<file path="src/rtl/regfile_2r1w.sv">
// 32 x DATA_W integer register file: two combinational read ports, one clocked write port
// with write-through bypass so writeback data is visible to decode in the same cycle.
module regfile_2r1w #(
  parameter int DATA_W = 32,
  parameter int ADDR_W = 5
) (
  input  logic              clk,
  input  logic              rst_n,
  input  logic              wr_en,
  input  logic [ADDR_W-1:0] wr_addr,
  input  logic [DATA_W-1:0] wr_data,
  input  logic [ADDR_W-1:0] rd_addr1,
  input  logic [ADDR_W-1:0] rd_addr2,
  output logic [DATA_W-1:0] rd_data1,
  output logic [DATA_W-1:0] rd_data2
);

  localparam int DEPTH = 2 ** ADDR_W;

  logic [DEPTH-1:0]             wr_onehot;
  logic [DEPTH-1:0][DATA_W-1:0] regs_q;

  genvar gi;
  generate
    for (gi = 0; gi < DEPTH; gi++) begin : g_reg
      // wr_en gates the compare so an X address on an idle cycle cannot enable a write.
      assign wr_onehot[gi] = wr_en && (wr_addr == ADDR_W'(gi));

      if (gi == 0) begin : g_zero
        assign regs_q[gi] = '0;
      end else begin : g_store
        logic [DATA_W-1:0] data_reg;

        always_ff @(posedge clk or negedge rst_n) begin
          if (!rst_n) begin
            data_reg <= '0;
          end else if (wr_onehot[gi]) begin
            data_reg <= wr_data;
          end
        end

        assign regs_q[gi] = data_reg;
      end
    end
  endgenerate

  logic wr_live;
  logic bypass1;
  logic bypass2;

  // Bypass is suppressed in reset so the read ports stay at zero while rst_n is low.
  assign wr_live  = rst_n && wr_en && (wr_addr != '0);
  assign bypass1  = wr_live && (wr_addr == rd_addr1);
  assign bypass2  = wr_live && (wr_addr == rd_addr2);

  assign rd_data1 = bypass1 ? wr_data : regs_q[rd_addr1];
  assign rd_data2 = bypass2 ? wr_data : regs_q[rd_addr2];

endmodule
</file>
<file path="config.mk">
export PLATFORM = sky130hd
export DESIGN_NAME = regfile_2r1w
export DESIGN_NICKNAME = d
export VERILOG_FILES = /design/src/rtl/regfile_2r1w.sv
export SDC_FILE = /design/constraint.sdc
export NUM_CORES = 2
export LEC_CHECK = 0
export ABC_AREA = 0
export CORE_AREA = 2 2 395 397
export CTS_BUF_LIST = sky130_fd_sc_hd__clkbuf_8
export CTS_CLUSTER_SIZE = 20
export DETAILED_ROUTE_END_ITERATION = 12
export DIE_AREA = 0 0 397 399
export HOLD_SLACK_MARGIN = 0.15
export PLACE_DENSITY = 0.54
export SETUP_SLACK_MARGIN = 0.3
export SLEW_MARGIN = 20
export SYNTH_ARGS = -nofsm -noshare
export SYNTH_HDL_FRONTEND = slang
export SYNTH_SLANG_ARGS = --single-unit
export TNS_END_PERCENT = 10
</file>
<file path="constraint.sdc">
create_clock -name clk -period 5.34 [get_ports clk]
set_input_delay 1.068 -clock clk [delete_from_list [all_inputs] [get_ports clk]]
set_output_delay 1.068 -clock clk [all_outputs]
set_load 0.02 [all_outputs]
</file>
==> impl_metrics.json <==
{
  "syn_area_um2": 53600,
  "p_leak_nw": 26.6,
  "dp_hpwl_um": 119000,
  "multiInputGateArea_um2": 27100,
  "grt_pass1_vias": 36457,
  "place_congestion": 0.849,
  "instances_no_fill": 6017,
  "run_status": "finished clean",
  "ys_async_sr_fraction": 1.00,
  "grt_pass1_wl_um": 270000,
  "seq_area_um2": 24800,
  "fillerInstances": 14333,
  "ios": 114,
  "area_delta_synth_final_pct": 14.8,
  "arrival_ps": 4120,
  "drt-initial-drc-count": 3091,
  "clkTransAtPathRegs_ps": 50,
  "ys_warn_count": 0,
  "cts_tree": "built",
  "setup_viol": 0,
  "ys_ff_latch": 992,
  "fmax_ghz": 0.193,
  "rr_worst_depth": 1,
  "yosys-top-cells-area": "dfrtp_1 (46%), mux2_2 (24%), mux4_2 (16%)",
  "r2r-end": "g_reg[16].g_store.data_reg[4]$_DFFE_PN0P_",
  "hold_path_class": "flop to flop",
  "synth_cells": 3694,
  "htree_levels": 4,
  "largest_reg_flops": 992,
  "via_per_inst": 5.93,
  "wl_um": 186000,
  "placed_cell_area_um2": 58100,
  "start_util": 0.349,
  "grt_max_degree": 155,
  "crit_fanout": 26,
  "die_area_um2": 158000,
  "vias": 35656,
  "clkSinkCount": 992,
  "numPortBuffers": 113,
  "p_per_area_nw_per_um2": 359,
  "min_to": "g_reg[11].g_store.data_reg[9]$_DFFE_PN0P_",
  "worstSetupPathType": "primary input to output pin",
  "cp.required_ps": 4270,
  "worstMarginPinSlew_ps": 1060,
  "slew_headroom": 0.293,
  "final.period_utilization": 0.972,
  "yosysUniqueCellTypes": 41,
  "syn-num-nets": 3744,
  "stdcell_area_um2": 61600,
  "synth_area_per_cell_um2": 14.5,
  "dp_cells": 5702,
  "drtPass1Iterations": 5,
  "hold_depth": 1,
  "cts.path.max_buffers": 3,
  "track_usage": 0.236,
  "drc": 0,
  "hp-start": "g_reg[11].g_store.data_reg[9]$_DFFE_PN0P_",
  "core_um2": 154000,
  "ant_nets": 0,
  "end_kind": "output pin",
  "finalSetupTns_ps": 0,
  "ir_worst_vdd_mv": 0.252,
  "r2r_slack_ps": 4540,
  "slew_viol_final": 0,
  "start_kind": "primary input",
  "grt_overflow_total": 0,
  "synth_edf_count": 0,
  "p_total_mw": 22.1,
  "wl_per_cell_um": 31.0,
  "cts_buffers": 176,
  "synth_top_area_share": 0.463,
  "cts_root_buf": "clkbuf_8",
  "r2r-start": "g_reg[16].g_store.data_reg[4]$_DFFE_PN0P_",
  "fin_nets": 3887,
  "num_rows": 144,
  "hold_viol": 0,
  "ys_seq_area_frac": 0.463,
  "die_y_um": 399,
  "synth_area_leader_cell": "dfrtp_1",
  "maxCapViolCount": 0,
  "final_layout_size_suffix_gt1_frac": 0.534,
  "clk_latency_ps": 910,
  "ys.flop_type": "dfrtp_1",
  "min_period_ps": 5190,
  "rsz0062_at_grt": "true",
  "antenna_found_initial": 9,
  "die_x_um": 397,
  "clock_skew_ps": 0
}
## how the worst max path moves through the flow
stage,start,endpoint,slack [ps],cells after the start
4_1_cts,wr_addr[2],rd_data1[11],180,9
6_report,wr_addr[2],rd_data2[26],150,8
5_1_grt,wr_addr[2],rd_data2[5],110,8
3_5_place_dp,wr_addr[2],rd_data2[12],160,8
3_3_place_gp,wr_addr[0],rd_data2[12],90,8
2_1_floorplan,wr_addr[3],rd_data2[10],1360,8
## power by group
| group | internal, mW | switching (mW) |
|---|---|---|
| Clock | 3.74 | 3.33 |
| Combinational | 2.88 | 2.08 |
| Sequential | 9.00 | 1.04 |
## kinds of logic after synthesis
logic type | share of synthesized area
flops | 0.463
simple gates | 0.0217
xor+xnor | 0.00163
buf+inv | 0.0364
mux | 0.426
compound gates | 0.0513
## layout by cell type, fill, tap and decap left out, drive strengths merged, types with 68 or more instances in the layout
cell type | Yosys | routed
nor2 | 105 | 105
mux4 | 373 | 373
dfrtp | 992 | 992
mux2 | 1148 | 1148
o22ai | 100 | 100
a221oi | 120 | 120
buf | 206 | 305
mux2i | 152 | 152
inv | 1 | 68
clkbuf | 204 | 223
## timing repair
item,CTS,global route
endpoints found under the hold margin,4,0
resized for setup,1,2
hold buffers,1,0
setup endpoints to repair,14,24
pin swaps,0,0
setup buffers,0,0
## worst max-delay path, stage by stage
cell and delay (ps):
clkdlybuf4s50_1 680, buf_4 240, xnor2_1 130, nand3_1 160
or4_2 670, buf_12 210, a211oi_1 260, clkdlybuf4s50_1 660
## area by class of cell
type                    instances  area share
inverters                       1   0.0000610
multi-input cells            2291       0.440
repair buffers                375      0.0589
diodes                          1   0.0000407
well taps                    2044      0.0415
flip-flops and latches        992       0.403
clock inverters                90     0.00673
clock buffers                 223      0.0499
## synthesized netlist by cell type (9+ instances only)
library cell	number
o21ai_1	31
o22ai_1	100
o221ai_1	44
nand2b_1	9
mux4_2	373
o32ai_1	31
buf_6	13
nand3_1	12
clkbuf_1	203
mux2_1	10
nor2_1	105
mux2_2	1138
dfrtp_1	992
or3_1	35
nand2_1	62
mux2i_1	152
buf_4	31
buf_2	154
a211oi_1	23
a221oi_1	120
## through the flow
| stage | hold slack (ps) | util | setup WS [ps] |
|---|---|---|---|
| after floorplan | 475 | - | 1360 |
| after global placement | 496 | 0.378 | 86.3 |
| after detailed placement | 505 | 0.378 | 160 |
| after CTS | 497 | 0.400 | 179 |
| after global routing | 514 | 0.401 | 106 |
| final | 512 | 0.401 | 148 |
## per-layer routing
| layer | GRT usage | wire length, µm | up-vias |
|---|---|---|---|
| met2 | 0.363 | 85400 | 1234 |
| li1 | - | - | 14670 |
| met4 | 0.0642 | 4350 | 10 |
| met5 | 0 | 74 | - |
| met1 | 0.337 | 84400 | 19469 |
| met3 | 0.0488 | 12000 | 273 |
No activity file was read; power rests on OpenSTA's default activity.
